[src/rtl/adder_pkg.sv]
// rtl/adder_pkg.sv - shared adder types and the chunk-add helper
package adder_pkg;

    typedef enum logic {
        OP_ADD = 1'b0,
        OP_SUB = 1'b1
    } op_e;

    localparam int MAX_CHUNK = 64;

    // Callers zero-extend narrower chunks and slice the result back down.
    function automatic logic [MAX_CHUNK:0] chunk_add(
        input logic [MAX_CHUNK-1:0] a,
        input logic [MAX_CHUNK-1:0] b,
        input logic                 cin
    );
        return {1'b0, a} + {1'b0, b} + {{MAX_CHUNK{1'b0}}, cin};
    endfunction

endpackage

[src/rtl/adder_chunk.sv]
// rtl/adder_chunk.sv - combinational CHUNK-bit adder exposing the carry into its MSB
module adder_chunk
    import adder_pkg::*;
#(
    parameter int CHUNK = 4
) (
    input  logic [CHUNK-1:0] a,
    input  logic [CHUNK-1:0] b,
    input  logic             cin,
    output logic [CHUNK-1:0] sum,
    output logic             cout,
    output logic             msb_cin
);

    // The MSB is added separately so its carry-in is visible for overflow.
    if (CHUNK == 1) begin : g_bit
        assign msb_cin = cin;
    end else begin : g_low
        logic [MAX_CHUNK:0] low;
        logic               unused_hi;

        assign low              = chunk_add(MAX_CHUNK'(a[CHUNK-2:0]), MAX_CHUNK'(b[CHUNK-2:0]), cin);
        assign sum[CHUNK-2:0]   = low[CHUNK-2:0];
        assign msb_cin          = low[CHUNK-1];
        assign unused_hi        = ^low[MAX_CHUNK:CHUNK];
    end

    assign sum[CHUNK-1] = a[CHUNK-1] ^ b[CHUNK-1] ^ msb_cin;
    assign cout         = (a[CHUNK-1] & b[CHUNK-1]) | (msb_cin & (a[CHUNK-1] ^ b[CHUNK-1]));

endmodule

[src/rtl/pipe_adder.sv]
// rtl/pipe_adder.sv - pipelined chunked add/subtract with valid/ready; ADDER_OVF_EN adds overflow
module pipe_adder
    import adder_pkg::*;
#(
    parameter int BITWIDTH = 8,
    parameter int STAGES   = 2
) (
    input  logic                clk,
    input  logic                rst,
    input  logic                in_valid,
    output logic                in_ready,
    input  logic [BITWIDTH-1:0] bits_a,
    input  logic [BITWIDTH-1:0] bits_b,
    input  logic                carry_in,
    input  op_e                 op,
    output logic                out_valid,
    input  logic                out_ready,
    output logic [BITWIDTH-1:0] sum,
    output logic                carry_out
`ifdef ADDER_OVF_EN
    ,
    output logic                overflow
`endif
);

    localparam int CHUNK = BITWIDTH / STAGES;

    if (STAGES < 1 || STAGES > BITWIDTH || (BITWIDTH % STAGES) != 0 || CHUNK > MAX_CHUNK) begin : g_param_check
        $error("pipe_adder: BITWIDTH must be a multiple of STAGES with chunks of at most 64 bits");
    end

    logic [BITWIDTH-1:0] b_eff;
    logic                cin_eff;
    logic [STAGES:0]     rdy;
    logic [STAGES-1:0]   vld;
    logic [STAGES-1:0]   c_r;
    logic [STAGES-1:0]   msb_c;
    logic                unused_msb;
    logic [BITWIDTH-1:0] a_r [STAGES];
    logic [BITWIDTH-1:0] b_r [STAGES];
    logic [BITWIDTH-1:0] s_r [STAGES];

    // Subtraction is A + ~B + 1, so carry_in is irrelevant for SUB.
    assign b_eff   = (op == OP_SUB) ? ~bits_b : bits_b;
    assign cin_eff = (op == OP_SUB) ? 1'b1 : carry_in;

    assign rdy[STAGES] = out_ready;
    assign in_ready    = rdy[0];
    assign unused_msb  = ^msb_c;

`ifdef ADDER_OVF_EN
    logic ovf_r;
    assign overflow = ovf_r;
`endif

    for (genvar k = 0; k < STAGES; k++) begin : g_stage
        localparam int LO = k * CHUNK;

        logic [BITWIDTH-1:0] a_in, b_in, s_in, s_nx;
        logic [CHUNK-1:0]    cs;
        logic                c_in, v_in, co;

        if (k == 0) begin : g_head
            assign a_in = bits_a;
            assign b_in = b_eff;
            assign s_in = '0;
            assign c_in = cin_eff;
            assign v_in = in_valid;
        end else begin : g_link
            assign a_in = a_r[k-1];
            assign b_in = b_r[k-1];
            assign s_in = s_r[k-1];
            assign c_in = c_r[k-1];
            assign v_in = vld[k-1];
        end

        adder_chunk #(.CHUNK(CHUNK)) u_chunk (
            .a       (a_in[LO +: CHUNK]),
            .b       (b_in[LO +: CHUNK]),
            .cin     (c_in),
            .sum     (cs),
            .cout    (co),
            .msb_cin (msb_c[k])
        );

        always_comb begin
            s_nx             = s_in;
            s_nx[LO +: CHUNK] = cs;
        end

        assign rdy[k] = !vld[k] || rdy[k+1];

        // Data registers only move with a valid beat so idle outputs keep their last value.
        always_ff @(posedge clk or posedge rst) begin
            if (rst) begin
                vld[k] <= 1'b0;
                c_r[k] <= 1'b0;
                a_r[k] <= '0;
                b_r[k] <= '0;
                s_r[k] <= '0;
            end else if (rdy[k]) begin
                vld[k] <= v_in;
                if (v_in) begin
                    c_r[k] <= co;
                    a_r[k] <= a_in;
                    b_r[k] <= b_in;
                    s_r[k] <= s_nx;
                end
            end
        end

`ifdef ADDER_OVF_EN
        if (k == STAGES - 1) begin : g_ovf
            always_ff @(posedge clk or posedge rst) begin
                if (rst) begin
                    ovf_r <= 1'b0;
                end else if (rdy[k] && v_in) begin
                    ovf_r <= msb_c[k] ^ co;
                end
            end
        end
`endif
    end

    assign out_valid = vld[STAGES-1];
    assign sum       = s_r[STAGES-1];
    assign carry_out = c_r[STAGES-1];

endmodule
[config.mk]
export PLATFORM = sky130hd
export DESIGN_NAME = pipe_adder
export DESIGN_NICKNAME = d
export VERILOG_FILES = /design/src/rtl/adder_pkg.sv /design/src/rtl/adder_chunk.sv /design/src/rtl/pipe_adder.sv
export SDC_FILE = /design/constraint.sdc
export NUM_CORES = 1
export LEC_CHECK = 0
export ABC_AREA = 0
export CAP_MARGIN = 40
export CORE_MARGIN = 2
export CORE_UTILIZATION = 51
export DETAILED_ROUTE_END_ITERATION = 10
export PLACE_DENSITY = 0.83
export RECOVER_POWER = 100
export SYNTH_ARGS = -nofsm -noshare
export SYNTH_HDL_FRONTEND = slang
export SYNTH_SLANG_ARGS = --single-unit
[constraint.sdc]
create_clock -name clk -period 3.8 [get_ports clk]
set_input_delay 0.95 -clock clk [delete_from_list [all_inputs] [get_ports clk]]
set_output_delay 0.95 -clock clk [all_outputs]
set_load 0.05 [all_outputs]
# After elaboration in Yosys (flattened, before gate mapping)
# Index checks and enable logic that the tools add are counted.
[totals]
word_cells = 31
reg_bits = 32
output_inout_bits = 11
[op_classes]
bitwise_logic = 11
reduce_logical = 6
n_addsub = 4
mux = 2
[ops]
columns = ["op", "count"]
rows = [
  ["adder 3 x 3 -> 4 bit", 2],
  ["adder 4 x 1 -> 4 bit", 2],
  ["two-way mux 8 bit", 1],
  ["NOT 8 bit", 1],
  ["bitwise AND 1 bit", 4],
  ["AND reduction 2 bit", 2],
  ["bitwise XOR 1 bit", 4],
  ["logical NOT 1 bit", 2],
  ["logical OR 1 bit", 2],
  ["bitwise OR 1 bit", 2],
  ["two-way mux 1 bit", 1],
]

# Logic depth before layout (Yosys ltp)
# Gate-level depths: netlist of run 1.
[logic_depth]
word_depth = 6
mapped_depth = 7
mapped_depth_nobuf = 6

# Cells and area by module
# A second synthesis of run 1 with hierarchy kept.
[hier_totals]
cells_unflattened = 96
hier_area_um2 = 1316.3
[modules_own_cells]
columns = ["mod", "instances", "cells_per_inst", "area_per_inst_um2"]
rows = [
  ["pipe_adder", 1, 64, 1048.5],
  ["adder_chunk", 2, 16, 133.9],
]

# Least setup slack after synthesis of run 1
# OpenSTA, ideal clock, no wires.
[synth_path]
kind = "input -> register"
start = "in op"
end = "reg s_r (netlist bit g_stage[1].s_in[3])"
t_arrival_ps = 2822
path_stages = 7
required_ps = 3675
slack_ps = 853
path_cell_list = "buf_2 or2_2 fa_1 a21o_1 a21o_1 fa_1 mux2_4"
[synth_via]
elab_chain_cells = 4
elab_cells_between_ends = 6
classes_between = "2 x add/sub; 2 x mux; 2 x bitwise"
[synth_lines]
columns = ["element", "line", "text"]
rows = [
  ["start: declaration", "pipe_adder.sv:15", "input op_e op,"],
  ["two-way mux 8 bit", "pipe_adder.sv:44", "assign b_eff = (op == OP_SUB) ? ~bits_b : bits_b;"],
  ["adder 3 x 3 -> 4 bit", "adder_pkg.sv:17", "return {1'b0, a} + {1'b0, b} + {{MAX_CHUNK{1'b0}}, cin};"],
  ["adder 4 x 1 -> 4 bit", "adder_pkg.sv:17", ""],
  ["bitwise XOR 1 bit (*)", "adder_chunk.sv:28", "assign sum[CHUNK-1] = a[CHUNK-1] ^ b[CHUNK-1] ^ msb_cin;"],
  ["via g_stage[0].cs[3]", "pipe_adder.sv:60", "logic [CHUNK-1:0] cs;"],
  ["end signal: indexed assignment", "pipe_adder.sv:107", "s_r[k] <= s_nx;"],
  ["end: declaration", "pipe_adder.sv:41", "logic [BITWIDTH-1:0] s_r [STAGES];"],
]
# Mark *: on every way through the listed nets, which the timed path passes. The rest lies on a longest branch.
# A chain may end at the register's enable or synchronous reset.

# Final worst setup path of run 1
[layout_path]
start = "in out_ready"
end = "out in_ready"
[layout_via]
elab_chain_cells = 2
[layout_lines]
columns = ["element", "line", "text"]
rows = [
  ["start: declaration", "pipe_adder.sv:17", "input logic out_ready,"],
  ["logical OR 1 bit (2 in series)", "pipe_adder.sv:91", "assign rdy[k] = !vld[k] || rdy[k+1];"],
  ["end: declaration", "pipe_adder.sv:11", "output logic in_ready,"],
]
# Every way passes these cells.

==> metrics, run 1 <==
Residual DRC 0; Syn Inst Count 89; Initial Util 52.9%; post-route ant nets 0; Critical Path, Cell by Cell dlygate4sd3_1 -> nand3b_1 -> dlygate4sd3_1; Fmax 287 MHz; Num CTS Buffers 3; Worst-Margin Slew 1.05 ns; synthesis-stage register bit count 24; syn avg cell area 14.5 sq um; Pint 0.615 mW; Max Slew Vio Count 0; Post-synth EDFFs 0; Crit path largest cell delay 0.89 ns; Slowest-stage cell, CP dlygate4sd3_1; cell taking the most area after synthesis dfrtp_1; total number of vias 771; Hold Vio Cnt, Final 0; Die Span Y 54.2 um; Reg power frac 37.6%; RR Startpoint g_stage[1].a_in[4]; switching power 0.393 mW; cell depth of the worst flop-to-flop path 5; first-pass iteration count of the detailed router 4; Area Overhead vs Synth 25.9%; postcts setup bufs 0; crit path DAT 2.53 ns; core area 0.00243 sq mm; Pleak 0.723 nW; Hold Path End sum[0]; WHS Path Cells 1; CP endpoint kind primary output; Vias/cell 5.01; Max-cap violations 0; Async S/R FF share, synth 100%; Final GP Congestion 0.651; area share of the leading cell type in the synthesized netlist 46.7%; # hold bufs at CTS 0; setup TNS 0 ns; initial antenna violation count 0; H-tree depth 1; grt ovf 0; post-DP HPWL 1790 um; final period utilization 91.6%; global-route wire length before repair 3460 um; Syn Nets 121; Pwr Density 622 mW/mm^2; final setup vio count 0; CTS max path bufs 2; Sw Ratio 39.0%; number of global-route vias before repair 764; largest cells by area after synthesis dfrtp_1 47%, fa_1 9.3%, mux2_4 9.3%, mux2_2 7.9%, xor2_1 4.8%; Critical Path Source Type primary input; Most Frequent Cell on Critical Path dlygate4sd3_1; clock-pin slew on the worst setup and hold paths 0.13 ns; GR Util All Layers 17.6%; Seq/Total Area, Yosys 46.7%; FP Rows 18; most frequent cells in the layout 24 x dfrtp_1, 18 x clkdlybuf4s50_1, 14 x dlygate4sd3_1, 9 x mux2_2, 8 x mux2_1; drt total wl 2200 um; minimum clock period 3.48 ns; Ys Warns 0; Clock Skew 0.00165 ns; drt wl/cell 14.3 um; worst vdd ir 412 uV; Clk pwr share 18.2%; Comb power frac 44.2%; Cell Area, Synth 0.00129 sq mm; critical path fanouts, max 3; CTS tree done; io pins 33; Most used DFF post-synth dfrtp_1; clock sinks 24; worst setup path class primary input to primary output; Worst EP required 2.85 ns; Die Area 0.00294 sq mm; Hold Crit Class flop to flop; final antenna diode count 0; unrepaired setup endpoints after global routing no; Placed Instances 150; initial DRC count 5; fraction of layout instances using a drive strength above 1 12.1%; R2R Setup Slk 1.76 ns; # port buffers 32; Critical R2R Capture sum[7]; Root Driver clkbuf_4; Filler cells 194; hold_sp sum[0]; fin cells 154; worst skew pair latency 0.32 ns; most common cell after layout, fill and taps aside dfrtp_1; die width 54.2 um; fin nets 157; worst rel slew slack 29.7%; Post-CTS Resized 0; largest net degree at the start of global routing 21; Synth cell types 21; result of the run complete, no violations
cells in the mapped netlist, types with 2 or more instances:
library cell / instances
a21o_1: 3
a21oi_1: 3
a31oi_1: 2
dfrtp_1: 24
fa_1: 6
ha_1: 4
inv_1: 7
mux2_2: 9
mux2_4: 8
mux2i_1: 3
nand2b_1: 2
xnor2_1: 3
xor2_1: 7
flip-flops by register name, summed over array words and instances (netlist names):
name and flops:
carry_out 1, g_stage.a_in 4, g_stage.b_in 4, g_stage.c_in 1, g_stage.s_in 4, g_stage.v_in 1
out_valid 1, sum 8
layout make-up:
cell class	instances	area (sq um)	area share (%)
Sequential cell	24	601	37.1
Multi-Input combinational cell	55	571	35.2
Timing Repair Buffer	34	332	20.5
Tap cell	30	37.5	2.32
Clock inverter	1	30.0	1.85
Inverter	7	26.3	1.62
Clock buffer	3	22.5	1.39
power by group through the flow:
stage	registers [mW]	clock network (mW)	logic (mW)
global route	0.387	0.201	0.478
global placement	0.382	0	0.469
CTS	0.383	0.191	0.492
finish	0.378	0.183	0.445
detailed placement	0.389	0	0.491
floorplan	0.539	0	0.173
worst max-delay path, delay by kind of cell:
family / cells / cell delay [ns]
buf+inv: 2 / 1.43
simple gates: 1 / 0.15
worst max-delay path by stage:
stage	slack [ns]	to	start
after floorplan	0.85	g_stage[1].s_in[3]	op
after global placement	0.49	in_ready	out_ready
after detailed placement	0.43	g_stage[1].s_in[3]	op
after CTS	0.45	in_ready	out_ready
after global routing	0.28	in_ready	out_ready
final	0.32	in_ready	out_ready
cells by family (layout without fill, tap and decap cells):
group           Yosys count  count (layout)  share of synthesized area [%]
flops                    24              24                           46.7
simple gates              7               7                           4.96
fa+ha+maj                10              10                           13.2
xor+xnor                 10              10                           6.81
mux                      20              20                           19.6
compound gates            8               8                           3.89
buf+inv                  10              45                           4.86
per-layer routing:
layer / wire [um] / share of wire [%] / up-vias / global-route usage (%)
li1: - / - / 366 / -
met1: 901 / 41 / 379 / 19.8
met2: 1150 / 52 / 22 / 29.9
met3: 78 / 3.5 / 4 / 2.46
met4: 66 / 3.0 / 0 / 13.8
met5: 0 / 0 / - / 0
metrics by stage:
stage          hold slack (ns)  total power [mW]  cell area (sq um)  setup slack, ns  utilization [%]
6_report                 0.516              1.01               1620            0.320             66.6
5_1_grt                  0.542              1.07               1620            0.281             66.6
4_1_cts                  0.526              1.07               1700            0.447             69.7
3_5_place_dp             0.496             0.880               1640            0.435             67.5
3_3_place_gp             0.485             0.851               1620            0.486             66.4
2_1_floorplan            0.475             0.712               1290            0.853                -
Note: power is estimated with default switching activity, not from simulation.
==> run 2: changes to the inputs <==
Settings changed: CTS_CLUSTER_DIAMETER from default to 60, SLEW_MARGIN from default to 20.
==> results of run 2 <==
The final DEF is identical to that of run 1; final timing and power are the same.
==> run 3: changes to the inputs <==
Settings changed: GPL_TIMING_DRIVEN from default to 0, TNS_END_PERCENT from default to 5.
==> run 3 against run 2 <==
Against the previous run: worst setup slack got worse by 0.053 ns; design area decreased by 0.85%; combinational power is essentially flat; routed wire length down 3.5%; count of clock-buffer cells in the layout up 1; hold slack worse by 0.0018 ns; non-clock buffer count is 1 higher; critical path depth did not move; highest routed layer unchanged; fmax is 1.5% lower.
==> metrics, run 3 (synthesis gave the netlist of run 1 again) <==
result of the run complete, no violations; first-pass iteration count of the detailed router 4; Root Driver clkbuf_4; critical path fanouts, max 3; met3 routed WL 88 um; worst setup path class primary input to primary output; crit path DAT 2.58 ns; CTS max path bufs 2; die width 54.2 um; Die Area 0.00294 sq mm; worst skew pair latency 0.31 ns; final period utilization 93.0%; Final GP Congestion 0.652; global-route wire length before repair 3390 um; Area Overhead vs Synth 24.8%; WL met2 1140 um; initial DRC count 12; R2R Setup Slk 1.79 ns; Filler cells 191; unrepaired setup endpoints after global routing no; grt ovf 0; Pwr Density 595 mW/mm^2; Critical R2R Capture sum[7]; Post-CTS Resized 0; Hold Crit Class flop to flop; # hold bufs at CTS 0; highest routed layer met4; Hold Vio Cnt, Final 0; GR Util All Layers 16.8%; Residual DRC 0; RR Startpoint g_stage[1].a_in[4]; most frequent cells in the layout 24 x dfrtp_1, 17 x clkdlybuf4s50_1, 14 x dlygate4sd3_1, 9 x mux2_2, 8 x mux2_1; setup TNS 0 ns; cell depth of the worst flop-to-flop path 5; final setup vio count 0; worst vdd ir 360 uV; FP Rows 18; fin cells 155; final antenna diode count 0; H-tree depth 1; Fmax 283 MHz; drt wl/cell 13.7 um; core area 0.00243 sq mm; WHS Path Cells 1; CTS tree done; Clock Skew 0.00787 ns; Initial Util 52.9%; max reg flops 8; minimum clock period 3.53 ns; Hold Path End g_stage[1].a_in[6]; # port buffers 31; clock sinks 24; worst rel slew slack 35.8%; clock-pin slew on the worst setup and hold paths 0.12 ns; Die Span Y 54.2 um; fraction of layout instances using a drive strength above 1 12.8%; post-DP HPWL 1690 um; Worst EP required 2.85 ns; post-route ant nets 0; fin util 66.0%; hold_sp g_stage[1].a_in[6]; fin nets 158; Placed Instances 151; postcts setup bufs 0; most common cell after layout, fill and taps aside dfrtp_1; Num CTS Buffers 3; Vias/cell 4.95; Critical Path Source Type primary input; Max Slew Vio Count 0; CP endpoint kind primary output; largest net degree at the start of global routing 19; Worst-Margin Slew 0.962 ns; DRT met1 WL 878 um; Pleak 0.719 nW; total number of vias 768; initial antenna violation count 0; drt total wl 2120 um; number of global-route vias before repair 759; Max-cap violations 0; io pins 33
==> run 3: where the power goes <==
part / switching [mW] / leakage, nW / internal [mW]
clock: 0.0751 / 0.0210 / 0.0585
combinational: 0.272 / 0.421 / 0.174
sequential: 0.0414 / 0.277 / 0.334
==> run 3: critical path, cell delays in order <==
cell and delay (ns):
dlygate4sd3_1 0.56, nand3b_1 0.17, dlygate4sd3_1 0.90
==> run 3: metal layers <==
metal	GRT usage, %	up-vias
li1	-	369
met1	19.0	379
met2	31.5	18
met3	1.91	2
met4	7.50	0
met5	0	-
==> run 3: how the worst max path moves through the flow <==
stage              start                  to  slack, ns
2_1_floorplan         op  g_stage[1].s_in[3]       0.85
3_3_place_gp   out_ready            in_ready       0.48
3_5_place_dp   out_ready            in_ready       0.44
4_1_cts        out_ready            in_ready       0.42
5_1_grt        out_ready            in_ready       0.24
6_report       out_ready            in_ready       0.27
==> run 3: area by class of cell <==
| cell class | instances | area (sq um) | area share [%] |
|---|---|---|---|
| clock buffer | 4 | 36.3 | 2.26 |
| multi-input combinational | 55 | 571 | 35.5 |
| timing repair buffer | 32 | 314 | 19.6 |
| sequential | 24 | 601 | 37.4 |
| tap | 30 | 37.5 | 2.34 |
| inverter | 7 | 26.3 | 1.64 |
| buffer | 3 | 20.0 | 1.25 |
==> run 3: stage by stage <==
step	hold slack (ns)	cell area, sq um	worst slack [ns]	total power [mW]
after floorplan	0.475	1290	0.853	0.712
after CTS	0.521	1700	0.420	1.01
after global placement	0.483	1630	0.477	0.854
after detailed placement	0.491	1660	0.436	0.880
after global routing	0.525	1610	0.235	1.02
final	0.514	1610	0.267	0.955
==> RTL change 1 (flow settings as in run 2) <==
Build with the macro `ADDER_OVF_EN` defined.
--- a/src/rtl/pipe_adder.sv
+++ b/src/rtl/pipe_adder.sv
@@ -1,3 +1,5 @@
 // rtl/pipe_adder.sv - pipelined chunked add/subtract with valid/ready; ADDER_OVF_EN adds overflow
+`define ADDER_OVF_EN
+
 module pipe_adder
     import adder_pkg::*;
Behaviour (old outputs only; new: overflow): unchanged (equiv_simple and equiv_induct, registers matched by name and starting in step).
==> RTL change 1 against run 2 <==
Total power down 1.2%. Synthesized area grew 5.1%. Wire length up 8.6%. Highest routed layer unchanged. Sequential cell count is 1 higher. Via count grew 9.5%. Combinational power is 9.2% higher. Worst setup slack got worse by 0.011 ns. Hold slack lost 0.0054 ns. Sequential power up 4%. Critical path depth unchanged. Sequential share of layout area grew 0.16 points. Cell area rose by 3.7%.
==> RTL change 1: results (changes against run 2) <==
Placed design:
- The count of buffers from port buffering is 33 (was 32).
- The placed wire-length estimate is 1980 um (was 1790 um).

Worst hold path:
- The worst min-delay path startpoint was sum[5] (was sum[0]).

Finish:
- The number of nets in the final layout is 166 (was 157).
- The non-filler instance count after layout came to 163 (was 154).
- The fraction of final layout cells with drive strength greater than 1 is 12.8% (was 12.1%).

Synth:
- The post-synthesis instance total is 96 (was 89).
- The distinct cell type count after synthesis was 28 (was 21).
- Most instantiated cells after synthesis: sky130_fd_sc_hd__dfrtp_1 (25), sky130_fd_sc_hd__mux2_2 (8), sky130_fd_sc_hd__mux2_4 (8), sky130_fd_sc_hd__xor2_1 (8), sky130_fd_sc_hd__inv_1 (7) (was sky130_fd_sc_hd__dfrtp_1 (24), sky130_fd_sc_hd__mux2_2 (9), sky130_fd_sc_hd__mux2_4 (8)).
- The sequential area share after synthesis is 46.3% (was 46.7%).
- Top cells by area in the synthesized netlist: sky130_fd_sc_hd__dfrtp_1 (46%), sky130_fd_sc_hd__fa_1 (8.9%), sky130_fd_sc_hd__mux2_4 (8.9%) (was sky130_fd_sc_hd__dfrtp_1 (47%), sky130_fd_sc_hd__fa_1 (9.3%), sky130_fd_sc_hd__mux2_4 (9.3%)).
- The net count after synthesis is 128 (was 121).

Drt:
- The number of detailed-route iterations in the first pass came to 3 (was 4).
- The average wire length per cell after detail routing was 14.7 um (was 14.3 um).
- The detail-routed via count per cell came to 5.18 (was 5.01).

Pwr:
- The worst IR drop on VDD came to 0.402 mV (was 0.412 mV).
- The share of total power consumed by net switching is 42.3% (was 39.0%).
- The power consumed by combinational cells is 0.000486 W (was 0.000445 W).
- The share of power burned in registers is 39.4% (was 37.6%).
- The leakage dissipation is 0.748 nW (was 0.723 nW).

Global routing:
- The overall track demand over capacity in global routing is 16.6% (was 17.6%).
- The number of antenna violations at the first check in global routing is 0 (unchanged).
- The largest net degree at the start of global routing is 18 (was 21).
- The first-pass GRT wire length is 3970 um (was 3460 um).
- The via count of the first global-routing pass is 915 (was 764).

STA:
- The setup skew after layout came to 0.00828 ns (was 0.00165 ns).
- The transition time at the pin with the least slew margin came to 0.893 ns (was 1.05 ns).

Outcome:
- Outcome: finished, final reports clean (unchanged).

Critical path:
- The startpoint of the worst-slack reg-to-reg timing path is g_stage[1].b_in[6] (was g_stage[1].a_in[4]).
- The first element of the critical path is out_ready (unchanged).
RTL change 1: final cells by class:
cell class	count	area, um2
fill	204	821
sequential	25	626
multi-input combinational	61	618
timing repair buffer	35	342
tap	30	37.5
inverter	8	30.0
clock buffer	4	26.3
RTL change 1: layer usage:
metal  part of all wire [%]  global-route usage [%]  up-vias
li1                       -                       -      397
met4                   0.54                    4.18        0
met5                      0                       0        -
met2                     54                    29.6       22
met1                     42                    20.3      423
met3                    3.5                    3.51        2
RTL change 1: logic make-up after synthesis:
| family | after synthesis | synth area share (%) |
|---|---|---|
| multiplexers | 18 | 17.0 |
| adder cells (fa/ha/maj) | 10 | 12.6 |
| XOR/XNOR | 10 | 6.48 |
| buffers and inverters | 10 | 4.07 |
| AO/OA/AOI/OAI | 12 | 7.04 |
| AND/OR/NAND/NOR | 11 | 6.48 |
| flip-flops | 25 | 46.3 |
RTL change 1: worst paths after layout:
check                                     end  slack [ns]  depth (start not counted)
hold / removal                         sum[5]        0.51                          2
min in group asynchronous           out_valid        1.04                          2
setup reg to reg                     overflow        1.76                          7
setup / recovery                     in_ready        0.31                          3
hold reg to reg                        sum[5]        0.51                          2
max in group asynchronous  g_stage[1].b_in[5]        1.64                          3
RTL change 1: stage by stage:
step	setup WS [ns]	hold slack, ns	instance area (um2)	power, W
CTS	0.440	0.522	1760	0.00105
detailed placement	0.360	0.492	1730	0.000935
global route	0.252	0.542	1680	0.00105
floorplan	0.853	0.475	1350	0.000760
finish	0.309	0.511	1680	0.000995
global placement	0.458	0.460	1700	0.000912
RTL change 1: worst max-delay path, stage by stage:
cell and delay [ns]:
sky130_fd_sc_hd__dlygate4sd3_1 0.56, sky130_fd_sc_hd__nand3b_1 0.15, sky130_fd_sc_hd__dlygate4sd3_1 0.88
==> RTL change 2 (settings of run 2) <==
Without the edit above. The parameter `STAGES` goes from 2 to 4.
--- a/src/rtl/pipe_adder.sv
+++ b/src/rtl/pipe_adder.sv
@@ -4,5 +4,5 @@
 #(
     parameter int BITWIDTH = 8,
-    parameter int STAGES   = 2
+    parameter int STAGES   = 4
 ) (
     input  logic                clk,
Check against the original RTL: not equivalent (Yosys sat finds a counterexample within 4 cycles, from zero or initial values and one cycle with rst high).
==> RTL change 2 against run 2 <==
Clock power increased by 77%. Via count increased by 70%. Sequential cell count increased by 28. Synthesized area increased by 80%. Wire length increased by 59%. Hold slack got worse by 0.013 ns. Cell area increased by 67%. Final cell count increased by 66%. Count of clock-buffer cells in the layout increased by 3. Worst setup slack improved by 0.14 ns. Total power increased by 81%.
==> RTL change 2: results (changes against run 2) <==
Synth:
- The area share of xor/xnor cells in the synthesized design was 3.03% (was 6.81%).
- The distinct cell type count after synthesis is 26 (was 21).
- Top cells by area in the synthesized netlist: sky130_fd_sc_hd__dfrtp_1 (56%), sky130_fd_sc_hd__mux2_2 (12%), sky130_fd_sc_hd__fa_1 (6.9%) (was sky130_fd_sc_hd__dfrtp_1 (47%), sky130_fd_sc_hd__fa_1 (9.3%), sky130_fd_sc_hd__mux2_4 (9.3%)).
- The sequential area share after synthesis was 56.3% (was 46.7%).
- The mux cell area share after synthesis is 19.3% (was 19.6%).
- Most instantiated cells after synthesis: sky130_fd_sc_hd__dfrtp_1 (52), sky130_fd_sc_hd__mux2_2 (25), sky130_fd_sc_hd__inv_1 (22) (was sky130_fd_sc_hd__dfrtp_1 (24), sky130_fd_sc_hd__mux2_2 (9), sky130_fd_sc_hd__mux2_4 (8)).
- The compound-cell area share of the yosys netlist came to 4.33% (was 3.89%).
- The net count after synthesis is 197 (was 121).
- The post-synthesis instance total came to 167 (was 89).

Outcome:
- Outcome: finished, final reports clean (unchanged).

Critical path:
- The peak per-stage delay on the critical path came to 0.56 ns (was 0.89 ns).
- The data arrival at the endpoint of the critical path is 2.39 ns (was 2.53 ns).

Drt:
- The via count is 1311 (was 771).
- The detail-routed via count per cell is 5.14 (was 5.01).
- The total wirelength of the detailed-routed design came to 3500 um (was 2200 um).

Global routing:
- The overall track demand over capacity in global routing is 16.8% (was 17.6%).
- The met3 usage in global routing was 5.20% (was 2.46%).
- The met2 global-route usage is 27.2% (was 29.9%).
- The largest net degree at the start of global routing came to 35 (was 21).
- The met1 layer usage reported by global route was 21.6% (was 19.8%).
- The via count of the first global-routing pass is 1443 (was 764).

Clock tree:
- The clock transition at the registers of the reported paths is 0.09 ns (was 0.13 ns).
- The number of H-tree branching levels is 2 (was 1).
- The number of buffers created by CTS is 5 (was 3).

Pwr:
- The net switching component of the power is 0.000654 W (was 0.000393 W).
- The worst IR drop on VDD came to 0.240 mV (was 0.412 mV).
- The leakage dissipation is 1.21 nW (was 0.723 nW).
- The share of power burned in registers is 46.1% (was 37.6%).

Finish:
- The fraction of final layout cells with drive strength greater than 1 was 17.7% (was 12.1%).
- The filler cell count in the final layout is 354 (was 194).
- The number of nets in the final layout is 232 (was 157).

Placed design:
- The routability congestion estimate from global placement is 0.741 (was 0.651).
- The cell count after placement is 247 (was 150).
- The worst slack at placement is 0.653 ns (was 0.435 ns).
- The placed wire-length estimate is 2710 um (was 1790 um).

STA:
- The setup skew after layout is 0.00666 ns (was 0.00165 ns).
- The worst-case hold slack is 0.503 ns (was 0.516 ns).
- The final worst setup slack was 0.458 ns (was 0.320 ns).
[RTL change 2: changes by cell type after synthesis, sizes merged, moves of 3 or more]
| cell | before | now |
|---|---|---|
| dfrtp | 24 | 52 |
| inv | 7 | 22 |
| mux2 | 17 | 32 |
| a21oi | 3 | 9 |
| o21ai | 0 | 5 |
| ha | 4 | 0 |
| nand3 | 0 | 4 |
| a21o | 3 | 0 |
| mux2i | 3 | 6 |
[RTL change 2: layer usage]
metal | vias to the layer above | wire length, um | part of all wire [%]
met4 | 0 | 66 | 1.9
met3 | 6 | 172 | 4.9
met5 | - | 0 | 0
li1 | 614 | - | -
met1 | 657 | 1570 | 45
met2 | 34 | 1690 | 48
[RTL change 2: area by class of cell]
cell class	count	share of cell area, %
Clock inverter	2	0.369
Tap cell	52	2.40
Sequential cell	52	48.0
Clock buffer	6	3.05
Timing Repair Buffer	34	12.5
Inverter	22	3.05
Multi-Input combinational cell	87	30.7
[RTL change 2: worst paths after layout]
path / cells after the start / end / start
min in group asynchronous: 2 / g_stage[1].s_in[0] / rst
setup / recovery: 4 / in_ready / out_ready
hold / removal: 1 / g_stage[1].a_in[7] / g_stage[1].a_in[7]
setup reg to reg: 4 / g_stage[1].b_in[6] / g_stage[3].v_in
max in group asynchronous: 3 / g_stage[2].a_in[5] / rst
hold reg to reg: 1 / g_stage[1].a_in[7] / g_stage[1].a_in[7]
[RTL change 2: worst register-to-register path, stage by stage (launching register included)]
cell                       delay (ns)
sky130_fd_sc_hd__dfrtp_1         0.47
sky130_fd_sc_hd__nand4b_1        0.21
sky130_fd_sc_hd__clkbuf_1        0.26
sky130_fd_sc_hd__o21ai_2         0.68
sky130_fd_sc_hd__mux2_2          0.41
